--- src/rtl/reg_wb_arbiter.sv ---
// reg_wb_arbiter: write-back controller for the 32x32 register file.
// After reset it zero-fills x1..x31, then shares the single write port
// between the ALU result path (requester 0) and the load-return path
// (requester 1) with a valid/ready handshake. Write-port outputs are registered.
// Optional feature macro: RF_WB_ARB_RR_EN selects round-robin arbitration;
// when undefined, requester 1 (load) has fixed priority.
module reg_wb_arbiter (
    input  logic        clk,
    input  logic        rst,
    input  logic        req0_valid,
    input  logic [4:0]  req0_rd,
    input  logic [31:0] req0_data,
    output logic        req0_ready,
    input  logic        req1_valid,
    input  logic [4:0]  req1_rd,
    input  logic [31:0] req1_data,
    output logic        req1_ready,
    output logic        reg_we,
    output logic [4:0]  wr_rd,
    output logic [31:0] wr_data,
    output logic        init_done
);

    typedef enum logic {
        INIT = 1'b0,
        RUN  = 1'b1
    } state_t;

    state_t      state_q;
    logic [4:0]  cnt_q;
    logic [4:0]  cnt_d;
    logic        reg_we_q;
    logic [4:0]  wr_rd_q;
    logic [31:0] wr_data_q;
    logic        init_done_q;

    logic        active;
    logic        gnt0;
    logic        gnt1;
    logic        fire;
    logic [4:0]  sel_rd;
    logic [31:0] sel_data;

`ifdef RF_WB_ARB_RR_EN
    // Index of the most recently granted requester; 1 out of reset so the
    // first contested grant goes to requester 0.
    logic        last_q;
    logic        last_d;
`endif

    // Grant selection and write-port mux; readies are held low during INIT
    // and while rst is asserted so no request is acknowledged and then lost.
    always_comb begin
        active = (state_q == RUN) && !rst;
`ifdef RF_WB_ARB_RR_EN
        gnt0   = active && req0_valid && (!req1_valid || last_q);
        gnt1   = active && req1_valid && (!req0_valid || !last_q);
        last_d = last_q;
        if (gnt0) begin
            last_d = 1'b0;
        end else if (gnt1) begin
            last_d = 1'b1;
        end
`else
        gnt0   = active && req0_valid && !req1_valid;
        gnt1   = active && req1_valid;
`endif
        fire     = gnt0 || gnt1;
        sel_rd   = gnt1 ? req1_rd   : req0_rd;
        sel_data = gnt1 ? req1_data : req0_data;
        cnt_d    = cnt_q + 5'd1;
    end

    assign req0_ready = gnt0;
    assign req1_ready = gnt1;

    // Zero-fill / run FSM with registered write-port outputs.
    always_ff @(posedge clk) begin
        if (rst) begin
            state_q     <= INIT;
            cnt_q       <= 5'd1;
            reg_we_q    <= 1'b0;
            wr_rd_q     <= 5'd0;
            wr_data_q   <= 32'd0;
            init_done_q <= 1'b0;
        end else begin
            case (state_q)
                INIT: begin
                    reg_we_q  <= 1'b1;
                    wr_rd_q   <= cnt_q;
                    wr_data_q <= 32'd0;
                    cnt_q     <= cnt_d;
                    if (cnt_q == 5'd31) begin
                        state_q     <= RUN;
                        init_done_q <= 1'b1;
                    end
                end
                RUN: begin
                    if (fire) begin
                        // A write to x0 completes the handshake but never
                        // reaches the register file.
                        reg_we_q  <= (sel_rd != 5'd0);
                        wr_rd_q   <= sel_rd;
                        wr_data_q <= sel_data;
                    end else begin
                        reg_we_q  <= 1'b0;
                    end
                end
                default: begin
                    state_q <= INIT;
                end
            endcase
        end
    end

`ifdef RF_WB_ARB_RR_EN
    // Round-robin pointer follows every accepted request.
    always_ff @(posedge clk) begin
        if (rst) begin
            last_q <= 1'b1;
        end else begin
            last_q <= last_d;
        end
    end
`endif

    assign reg_we    = reg_we_q;
    assign wr_rd     = wr_rd_q;
    assign wr_data   = wr_data_q;
    assign init_done = init_done_q;

endmodule

--- config.mk ---
export PLATFORM = sky130hd
export DESIGN_NAME = reg_wb_arbiter
export DESIGN_NICKNAME = d
export VERILOG_FILES = /design/src/rtl/reg_wb_arbiter.sv
export SDC_FILE = /design/constraint.sdc
export NUM_CORES = 1
export LEC_CHECK = 0
export BUFFER_PORTS_ARGS = -buffer_cell sky130_fd_sc_hd__clkbuf_2
export CAP_MARGIN = 20
export CORE_MARGIN = 4
export CORE_UTILIZATION = 53
export CTS_BUF_LIST = sky130_fd_sc_hd__clkbuf_2 sky130_fd_sc_hd__clkbuf_4 sky130_fd_sc_hd__clkbuf_8
export CTS_CLUSTER_DIAMETER = 80
export CTS_CLUSTER_SIZE = 24
export DETAILED_ROUTE_END_ITERATION = 8
export GPL_TIMING_DRIVEN = 0
export PLACE_DENSITY_LB_ADDON = 0.1
export SETUP_SLACK_MARGIN = 0.3
export SYNTH_ARGS = -nofsm -noshare
export SYNTH_HDL_FRONTEND = slang
export SYNTH_SLANG_ARGS = --single-unit
--- constraint.sdc ---
create_clock -name clk -period 2.75 [get_ports clk]
set_input_delay 0.275 -clock clk [delete_from_list [all_inputs] [get_ports clk]]
set_output_delay 0.275 -clock clk [all_outputs]
set_load 0.05 [all_outputs]
==> summary.txt, run 1 <==
Critical path
  • Critical Path Fanout Max: 10
  • Crit. End Element: output port
  • R2R setup slack: 1390 ps
  • Arrival @ worst endpoint: 1640 ps
  • Crit path kind: reg2out
  • Worst path required time: 2480 ps
  • Startpoint Class: flip-flop

Final layout
  • Layout cells sized above 1: 51.0%
  • P&R area growth vs syn: 29.7%
  • Commonest non-fill, non-tap cell in the layout: clkbuf_2
  • Most frequent cells in the layout: 118 x clkbuf_2, 45 x dfxtp_1, 37 x nand2_1
  • Number of antenna diodes: 0
  • Finished Core Util: 72.7%
  • Fin area: 0.00353 mm^2
  • Fill cells: 384
  • Fin cells: 483
  • Final net count: 495

Placement
  • Dpl cells: 475
  • RD Place Congestion: 0.841
  • DP HPWL: 5400 um
  • IO Port Bufs: 118
  • Placed Area: 0.00339 mm^2

Floorplanning
  • CORE AREA: 0.00485 mm^2
  • Initial core utilization: 56.1%
  • Die ar.: 0.00634 mm^2
  • Top Ports: 119
  • Die width: 79.6 um
  • Num rows: 25
  • Die Height: 79.6 um

Routing
  • DRC viols: 0
  • DRT Pass-1 Iters: 4
  • Antenna Violating Nets Remaining: 0
  • Initial drt markers: 159
  • DR vias/cell: 5.32
  • Post-Route WL: 7160 um
  • Via count: 2568
  • DR WL/cell: 14.8 um

Clocking
  • CTS tree: yes
  • Clock latency on the worst-skew pair: 300 ps
  • Clock Path Buffers: 2
  • Post-cts sizing count: 0
  • CTS clk-pin slew, worst paths: 90 ps
  • CTS Sinks: 45
  • H-tree levels: 2
  • CTS Buf Count: 5
  • CTS Hold Buffers Added: 0
  • Clk Tree Root Cell: clkbuf_8
  • Post-CTS Setup Repair Bufs: 0

Global routing
  • Number of global-route vias before repair: 2479
  • Maximum number of pins on one net before global-route repair: 15
  • First-pass GRT wire length: 11700 um
  • Grt total ovfl: 0
  • Initial antenna violation count: 0
  • Overall routing resource usage: 23.2%

STA
  • Max Freq: 522 MHz
  • Worst slew margin: 52.8%
  • Fin crit share: 69.7%
  • Fin. max-slew vios: 0
  • Worst slew pin tran: 708 ps
  • RSZ-0062 raised after global routing: no
  • Endpoints failing setup: 0
  • Setup Skew: 7.43 ps
  • Final Hold Fails: 0
  • Min cycle time layout: 1920 ps
  • TNS Setup: 0 ps

Status
  • Outcome: completed

Power
  • Worst VDD drop: 0.275 mV
  • Total Power: 1.48 mW
  • Cell leakage power: 1.43 nW
  • PD cells: 420 mW/mm^2

Job
  • Maxcap violations: 0

Synth
  • Syn nets: 370
  • Top FF cell, synth: dfxtp_1
  • Cells after Synth: 290
  • Post-synth cell types: 41
  • Syn avg cell area: 9.37 um^2
  • Number of synthesized flops with an enable pin: 0
  • Register area share after synthesis: 33.1%
  • Synth Register Bits: 45
  • Post-synth ARST share: 0%
  • Synth warnings: 0
  • Post-Syn Area: 0.00272 mm^2

Hold path
  • HP Class: in2reg
==> final cells by class <==
cell class / count / area (um^2) / area share, %
clock inverters: 3 / 65.1 / 1.85
well taps: 67 / 83.8 / 2.38
flip-flops and latches: 45 / 901 / 25.6
clock buffers: 5 / 68.8 / 1.95
inverters: 4 / 15.0 / 0.426
multi-input cells: 212 / 1570 / 44.4
repair buffers: 118 / 591 / 16.7
plain buffers: 29 / 236 / 6.71
==> registers in the layout, summed over array words and instances, names as in the netlist <==
register and flops:
wr_rd 5, cnt_q 5, wr_data 32, reg_we 1
init_done 1, state_q 1
==> worst max-delay path, cell delays in order, from the launching register on <==
cell	delay, ps
dfxtp_1	350
buf_4	200
nor2b_1	290
and3_1	220
clkbuf_2	280
==> cell families after synthesis <==
logic type	count (synthesis)	share of synthesized area [%]
DFF	45	33.1
adders and majority gates	2	0.921
AOI/OAI and AO/OA	80	23.9
and+or+nand+nor	122	29.8
xor gates and xnor gates	3	0.967
buffers and inverters	33	9.25
muxes	5	1.98
==> through the flow <==
| step | hold WS [ps] | setup slack [ps] |
|---|---|---|
| 6_report | 247 | 834 |
| 5_1_grt | 268 | 771 |
| 4_1_cts | 228 | 847 |
| 3_5_place_dp | 461 | 1200 |
| 3_3_place_gp | 458 | 1250 |
| 2_1_floorplan | 433 | 1240 |
==> per-layer routing <==
| layer | global-route usage [%] | part of all wire (%) | wire length, um | vias up |
|---|---|---|---|---|
| met5 | 0 | 0 | 0 | - |
| li1 | - | - | - | 1270 |
| met1 | 30.7 | 44 | 3150 | 1193 |
| met2 | 39.0 | 48 | 3430 | 98 |
| met4 | 6.36 | 1.0 | 74 | 0 |
| met3 | 3.84 | 7.0 | 503 | 7 |
==> cell usage after synthesis, types with 3 or more instances <==
master | instances | share of area, %
nand3b_1 | 32 | 8.8
buf_2 | 8 | 1.5
a21o_1 | 32 | 8.8
nand2_1 | 37 | 5.1
a21oi_1 | 6 | 1.1
dfxtp_1 | 45 | 33
nand3_2 | 30 | 11
clkbuf_1 | 7 | 0.97
a21oi_2 | 30 | 9.7
buf_4 | 3 | 0.83
buf_6 | 5 | 2.1
inv_1 | 3 | 0.41
buf_12 | 3 | 2.2
nand2b_1 | 4 | 0.92
nand3_1 | 3 | 0.55
nor2_1 | 7 | 0.97
==> where the power goes <==
part / internal [mW] / switching [mW] / total (mW)
Sequential: 0.662 / 0.00939 / 0.671
Combinational: 0.0978 / 0.120 / 0.218
Clock: 0.361 / 0.232 / 0.593
==> path summary, 6_finish.rpt <==
check / from / end / cells after the start
hold reg to reg: wr_data[15] / wr_data[15] / 2
setup reg to reg: state_q / wr_rd[0] / 5
hold / removal: req1_rd[2] / wr_rd[2] / 3
setup / recovery: state_q / req0_ready / 4
Power figures use the tool's default switching activity.
==> run 2: changes to the inputs <==
ABC_AREA = 1   (was default)
CORE_UTILIZATION = 41   (was 53)
clock period = 1.7 ns   (was 2.75 ns; I/O delays follow)
==> run 2 against run 1 <==
Against the previous run: combinational power down 11%; worst hold slack lost 99 ps; via count down 6.9%; clock-buffer cell count is the same; core utilization shrank 13 points; global-route usage is 4.3 points lower; sequential share of layout area up 4.1 points; sequential power up 61%; wire length decreased by 14%; critical endpoint unchanged; largest cell class unchanged.
==> summary.txt, run 2 <==
Synth
  • Post-synth ARST share: 0% (unchanged)
  • Syn nets: 390 (was 370)
  • Top FF cell, synth: dfxtp_1 (unchanged)
  • Post-Syn Area: 0.00214 mm^2 (was 0.00272 mm^2)
  • Area share of the largest cell type after synthesis: 42.0% (was 33.1%)
  • Synth Register Bits: 45 (unchanged)
  • Most common cell in the netlist: nor2_1 (was dfxtp_1)
  • Post-synth cell types: 23 (was 41)
  • Synth warnings: 0 (unchanged)
  • Cell accounting for the most synthesized area: dfxtp_1 (unchanged)
  • Largest cells by area after synthesis: dfxtp_1 42%, nor2_1 14%, nand2_1 9.6% (was dfxtp_1 33%, nand3_2 11%, a21oi_2 9.7%)
  • Number of synthesized flops with an enable pin: 0 (unchanged)
  • Syn avg cell area: 6.91 um^2 (was 9.37 um^2)
  • Top post-synthesis cells by count: 80 x nor2_1, 55 x nand2_1, 45 x dfxtp_1 (was 45 x dfxtp_1, 37 x nand2_1, 32 x a21o_1, 32 x nand3b_1)
  • Cells after Synth: 310 (was 290)
  • Register area share after synthesis: 42.0% (was 33.1%)

STA
  • RSZ-0062 raised after global routing: yes (was no)
  • Endpoints failing setup: 0 (unchanged)
  • TNS Setup: 0 ps (unchanged)
  • Final Hold Fails: 0 (unchanged)
  • Worst slew pin tran: 439 ps (was 708 ps)
  • Fin crit share: 81.4%
  • Max Freq: 722 MHz
  • Worst slew margin: 70.7% (was 52.8%)
  • Worst setup margin: 316 ps (was 834 ps)
  • Min cycle time layout: 1380 ps
  • Fin. max-slew vios: 0 (unchanged)
  • Setup Skew: 2.98 ps (was 7.43 ps)

Power
  • PD cells: 620 mW/mm^2 (was 420 mW/mm^2)
  • Cell leakage power: 1.52 nW (was 1.43 nW)
  • Worst VDD drop: 0.304 mV (was 0.275 mV)

Final layout
  • P&R area growth vs syn: 41.9% (was 29.7%)
  • Finished Core Util: 59.9% (was 72.7%)
  • Most frequent cells in the layout: 115 x clkbuf_2, 73 x nor2_1, 55 x nand2_1 (was 118 x clkbuf_2, 45 x dfxtp_1, 37 x nand2_1)
  • Fill cells: 516 (was 384)
  • Number of antenna diodes: 0 (unchanged)
  • Layout cells sized above 1: 37.6% (was 51.0%)
  • Commonest non-fill, non-tap cell in the layout: clkbuf_2 (unchanged)
  • Final net count: 522 (was 495)
  • Max FFs per register: 32 (unchanged)

Routing
  • Via count: 2391 (was 2568)
  • Antenna Violating Nets Remaining: 0 (unchanged)
  • Initial drt markers: 87 (was 159)
  • DRT Pass-1 Iters: 4 (unchanged)
  • DRC viols: 0 (unchanged)
  • Post-Route WL: 6140 um (was 7160 um)
  • DR WL/cell: 12.0 um (was 14.8 um)
  • DR vias/cell: 4.68 (was 5.32)

Placement
  • IO Port Bufs: 117 (was 118)
  • DP HPWL: 4570 um (was 5400 um)
  • RD Place Congestion: 0.840 (was 0.841)
  • Dpl ws: 259 ps (was 1200 ps)

Critical path
  • Arrival @ worst endpoint: 1210 ps (was 1640 ps)
  • Crit path kind: reg2out (unchanged)
  • CP max-delay cell: dfxtp_2 (was dfxtp_1)
  • R2R setup slack: 350 ps (was 1390 ps)
  • R2R Path End: wr_data[5] (was wr_rd[0])
  • Crit. End Element: output port (unchanged)
  • Worst path required time: 1530 ps (was 2480 ps)
  • Worst R2R Start: state_q (unchanged)
  • Crit-path cells: buf_6 -> inv_8 -> nor2_8 -> nand2_1 -> nor2_2 -> buf_8 (was buf_4 -> nor2b_1 -> and3_1 -> clkbuf_2)
  • Startpoint Class: flip-flop (unchanged)
  • R2R cell count: 9 (was 5)
  • Critical Path Fanout Max: 9 (was 10)
  • CP peak stage delay: 330 ps (was 350 ps)

Floorplanning
  • Num rows: 26 (was 25)
  • Die ar.: 0.00645 mm^2 (was 0.00634 mm^2)
  • Die Height: 80.3 um (was 79.6 um)
  • Top Ports: 119 (unchanged)
  • CORE AREA: 0.00507 mm^2 (was 0.00485 mm^2)
  • Initial core utilization: 42.2% (was 56.1%)
  • Die width: 80.3 um (was 79.6 um)

Clocking
  • CTS Sinks: 45 (unchanged)
  • CTS Buf Count: 5 (unchanged)
  • CTS Hold Buffers Added: 0 (unchanged)
  • H-tree levels: 2 (unchanged)
  • CTS clk-pin slew, worst paths: 80 ps (was 90 ps)
  • Clk Tree Root Cell: clkbuf_8 (unchanged)
  • CTS tree: yes (unchanged)
  • Clock Path Buffers: 2 (unchanged)
  • Clock latency on the worst-skew pair: 290 ps (was 300 ps)

Hold path
  • Hold path startpoint: req0_data[20] (was req1_rd[2])
  • Hold path endpoint: wr_data[20] (was wr_rd[2])
  • HP Class: in2reg (unchanged)
  • Hold Path Stages: 3 (unchanged)

Global routing
  • First-pass GRT wire length: 9730 um (was 11700 um)
  • Maximum number of pins on one net before global-route repair: 13 (was 15)
  • Overall routing resource usage: 18.9% (was 23.2%)
  • Initial antenna violation count: 0 (unchanged)
  • Number of global-route vias before repair: 2191 (was 2479)
  • Grt total ovfl: 0 (unchanged)

Job
  • Maxcap violations: 0 (unchanged)

Status
  • Outcome: completed (unchanged)
==> run 2: cell types whose count changed after synthesis, moves of 5 or more <==
cell      delta
nand3_1      +5
inv_1        +7
a21oi_1     +30
o21ai_0      +8
nand3_2     -29
nand3b_1    -32
a21oi_2     -30
o21ai_1     +30
nor2_1      +73
a21o_1      -32
nand2_1     +18
==> run 2: worst max-delay path, delay by kind of cell (launching register included) <==
kind                   cells  cell delay [ps]
and+or+nand+nor            3              270
buffers and inverters      3              330
DFF                        1              330
==> run 2: logic make-up (layout without fill, tap and decap cells) <==
logic type	Yosys count	count (layout)	synth area share, %
and+or+nand+nor	151	151	28.6
xor gates and xnor gates	1	1	0.409
AOI/OAI and AO/OA	76	76	17.9
adders and majority gates	2	2	1.17
DFF	45	45	42.0
buffers and inverters	35	166	9.87
==> run 2: layer usage <==
metal  global-route usage [%]  routed length (um)
met4                     5.07                  39
met2                     32.6                3050
met3                     4.93                 442
met5                        0                   0
met1                     23.2                2610
==> run 2: repair_timing <==
action | in CTS | in global routing
resized for setup | 11 | 20
setup endpoints to repair | 2 | 37
cloned | 0 | 2
pin swaps | 0 | 2
buffers inserted | 2 | 4
==> run 2: power by group <==
group | switching [mW] | internal, mW
Combinational | 0.104 | 0.0892
Clock | 0.340 | 0.271
Sequential | 0.0103 | 1.07
Total | 0.455 | 1.43
==> run 2: stage by stage <==
stage                     cell area [um^2]  hold slack, ps  std cells  power [mW]
after floorplan                       2150             353        310        1.18
after global placement                2820             442        497        1.29
after detailed placement              2820             453        497        1.29
after CTS                             2950             145        505        1.90
after global routing                  3040             147        511        1.98
final                                 3040             147        511        1.88
==> run 2: final cells by class <==
class	count	area, um^2	area share (%)
inverters	13	61.3	2.02
clock inverters	1	5.00	0.165
flip-flops and latches	45	903	29.7
plain buffers	22	189	6.21
clock buffers	5	68.8	2.26
multi-input cells	230	1060	34.7
repair buffers	125	671	22.0
well taps	70	87.6	2.88
==> run 2: worst max path at each step <==
stage	startpoint	to	slack [ps]
2_1_floorplan	state_q	wr_data[10]	470
3_3_place_gp	state_q	req1_ready	270
3_5_place_dp	state_q	req1_ready	260
4_1_cts	state_q	req0_ready	300
5_1_grt	state_q	wr_data[27]	230
6_report	state_q	req0_ready	320
==> run 3: changes to the inputs <==
ABC_AREA = 0   (was 1)
CORE_UTILIZATION = 49   (was 41)
clock period = 1.29 ns   (was 1.7 ns; I/O delays follow)
==> run 3 against run 2 <==
Against the previous run: the flow now finishes with violations (negative setup slack); highest routed layer unchanged; clock power up 44%; wire length increased by 61%; first-iteration DRC count up 62%; sequential share of layout area is 8.3 points lower; cell area is 51% higher; combinational power grew to 2.9 times the previous value; via count grew 22%; global-route usage is 6.2 points higher; critical path depth down 2; die area up 5.5%; core utilization grew 28 points; cell count down 0.98%.
==> summary.txt, run 3 (same netlist as run 1, synthesis figures left out) <==
Status
  • Outcome: finished with violations (was completed)
  • Failing checks: negative setup slack

Power
  • Sw Pwr: 843 uW (was 455 uW)
  • Sw Share: 29.5% (was 24.1%)
  • Worst VDD drop: 0.740 mV (was 0.304 mV)
  • Clock power frac: 30.8% (was 32.4%)
  • Comb power frac: 19.7% (was 10.2%)
  • Cell leakage power: 1.72 nW (was 1.52 nW)
  • Part of the power in registers: 49.5% (was 57.3%)
  • PD cells: 622 mW/mm^2 (was 620 mW/mm^2)
  • Cell Int Power: 2.01 mW (was 1.43 mW)

Clocking
  • CTS tree: yes (unchanged)
  • CTS Sinks: 45 (unchanged)
  • CTS Hold Buffers Added: 0 (unchanged)
  • Clock Path Buffers: 2 (unchanged)
  • Clk Tree Root Cell: clkbuf_8 (unchanged)
  • H-tree levels: 2 (unchanged)
  • CTS Buf Count: 5 (unchanged)
  • CTS clk-pin slew, worst paths: 90 ps (was 80 ps)
  • Clock latency on the worst-skew pair: 300 ps (was 290 ps)

Global routing
  • Initial antenna violation count: 0 (unchanged)
  • First-pass GRT wire length: 12900 um (was 9730 um)
  • Number of global-route vias before repair: 2661 (was 2191)
  • Maximum number of pins on one net before global-route repair: 15 (was 13)
  • Overall routing resource usage: 25.1% (was 18.9%)
  • Grt total ovfl: 0 (unchanged)

Critical path
  • Crit path kind: reg2out (unchanged)
  • Setup crit start: state_q (unchanged)
  • Crit. End Element: output port (unchanged)
  • Startpoint Class: flip-flop (unchanged)
  • Arrival @ worst endpoint: 1250 ps (was 1210 ps)
  • Worst path required time: 1160 ps (was 1530 ps)
  • Critical Path Fanout Max: 2 (was 9)
  • Worst R2R Start: state_q (unchanged)
  • R2R cell count: 7 (was 9)

Floorplanning
  • Die width: 82.5 um (was 80.3 um)
  • Initial core utilization: 51.9% (was 42.2%)
  • Top Ports: 119 (unchanged)
  • Num rows: 26 (unchanged)
  • CORE AREA: 0.00524 mm^2 (was 0.00507 mm^2)
  • Die Height: 82.5 um (was 80.3 um)
  • Die ar.: 0.00680 mm^2 (was 0.00645 mm^2)

STA
  • Setup Skew: 4.61 ps (was 2.98 ps)
  • Min cycle time layout: 1380 ps
  • Fin. max-slew vios: 0 (unchanged)
  • Worst slew margin: 52.7% (was 70.7%)
  • Final Hold Fails: 0 (unchanged)
  • Fin crit share: 107%
  • RSZ-0062 raised after global routing: yes (unchanged)
  • Worst setup margin: -87.9 ps (was 316 ps)
  • Worst slew pin tran: 710 ps (was 439 ps)
  • Endpoints failing setup: 27 (was 0)
  • Fin Hold WS: 126 ps (was 147 ps)
  • Max Freq: 726 MHz

Placement
  • Dpl ws: -10.3 ps (was 259 ps)
  • IO Port Bufs: 118 (was 117)
  • DP HPWL: 5390 um (was 4570 um)
  • Placed Area: 0.00346 mm^2 (was 0.00282 mm^2)
  • RD Place Congestion: 0.811 (was 0.840)

Routing
  • Antenna Violating Nets Remaining: 0 (unchanged)
  • Initial drt markers: 141 (was 87)
  • DRT Pass-1 Iters: 4 (unchanged)
  • Via count: 2910 (was 2391)
  • Post-Route WL: 9880 um (was 6140 um)
  • DRC viols: 0 (unchanged)
  • DR WL/cell: 19.5 um (was 12.0 um)
  • DR vias/cell: 5.75 (was 4.68)

Hold path
  • HP Class: in2reg (unchanged)
  • Hold path startpoint: req1_rd[2] (was req0_data[20])
  • Hold Path Stages: 3 (unchanged)

Final layout
  • Fin area: 0.00459 mm^2 (was 0.00304 mm^2)
  • Commonest non-fill, non-tap cell in the layout: clkbuf_2 (unchanged)
  • Finished Core Util: 87.6% (was 59.9%)
  • Number of antenna diodes: 0 (unchanged)
  • P&R area growth vs syn: 68.7% (was 41.9%)
  • Max FFs per register: 32 (unchanged)
  • Most frequent cells in the layout: 77 x clkbuf_2, 37 x nand2_1, 36 x buf_8 (was 115 x clkbuf_2, 73 x nor2_1, 55 x nand2_1)
  • Layout cells sized above 1: 66.3% (was 37.6%)
  • Final net count: 515 (was 522)

Job
  • Maxcap violations: 0 (unchanged)
[run 3: per-stage QoR]
step	setup TNS (ps)	instances	total power, mW
final	-823	506	2.85
after global routing	-1680	506	2.95
after CTS	-408	500	2.83
after detailed placement	-18.5	478	1.94
after global placement	-23.9	478	1.93
after floorplan	0	290	1.75
[run 3: final timing paths]
check | end | slack [ps]
setup / recovery | req0_ready | -90
hold / removal | wr_rd[2] | 130
setup reg to reg | cnt_q[1] | -80
hold reg to reg | wr_data[18] | 470
[run 3: final cells by class]
type	count	area (um^2)
repair buffers	138	1270
clock buffers	5	68.8
clock inverters	3	17.5
plain buffers	29	313
multi-input cells	212	1820
well taps	70	87.6
fillers	259	652
flip-flops and latches	45	980
inverters	4	27.5
[run 3: critical path, cell delays in order (launching register included)]
cell and delay [ps]:
dfxtp_2 340, buf_6 100, nor2b_4 150, and3_4 200
clkbuf_16 150
[run 3: power by group through the flow]
stage	clock network, mW	registers (mW)	logic (mW)
6_report	0.879	1.41	0.562
5_1_grt	0.946	1.41	0.594
4_1_cts	0.889	1.43	0.512
3_5_place_dp	0	1.46	0.475
3_3_place_gp	0	1.46	0.468
2_1_floorplan	0	1.49	0.252
[run 3: routing by layer]
metal  global-route usage, %  vias to the layer above  routed length [um]
met5                       0                        -                   0
met4                    11.0                        0                 271
met3                    6.72                       27                 682
met2                    44.6                      147                4970
met1                    27.9                     1409                3970
li1                        -                     1327                   -
[run 3: what timing repair did]
| item | in CTS | in global routing |
|---|---|---|
| endpoints found under the setup margin | 86 | 68 |
| cloned | 4 | 0 |
| gates resized for setup | 139 | 86 |
| buffers inserted | 10 | 6 |
| pin swaps | 5 | 40 |
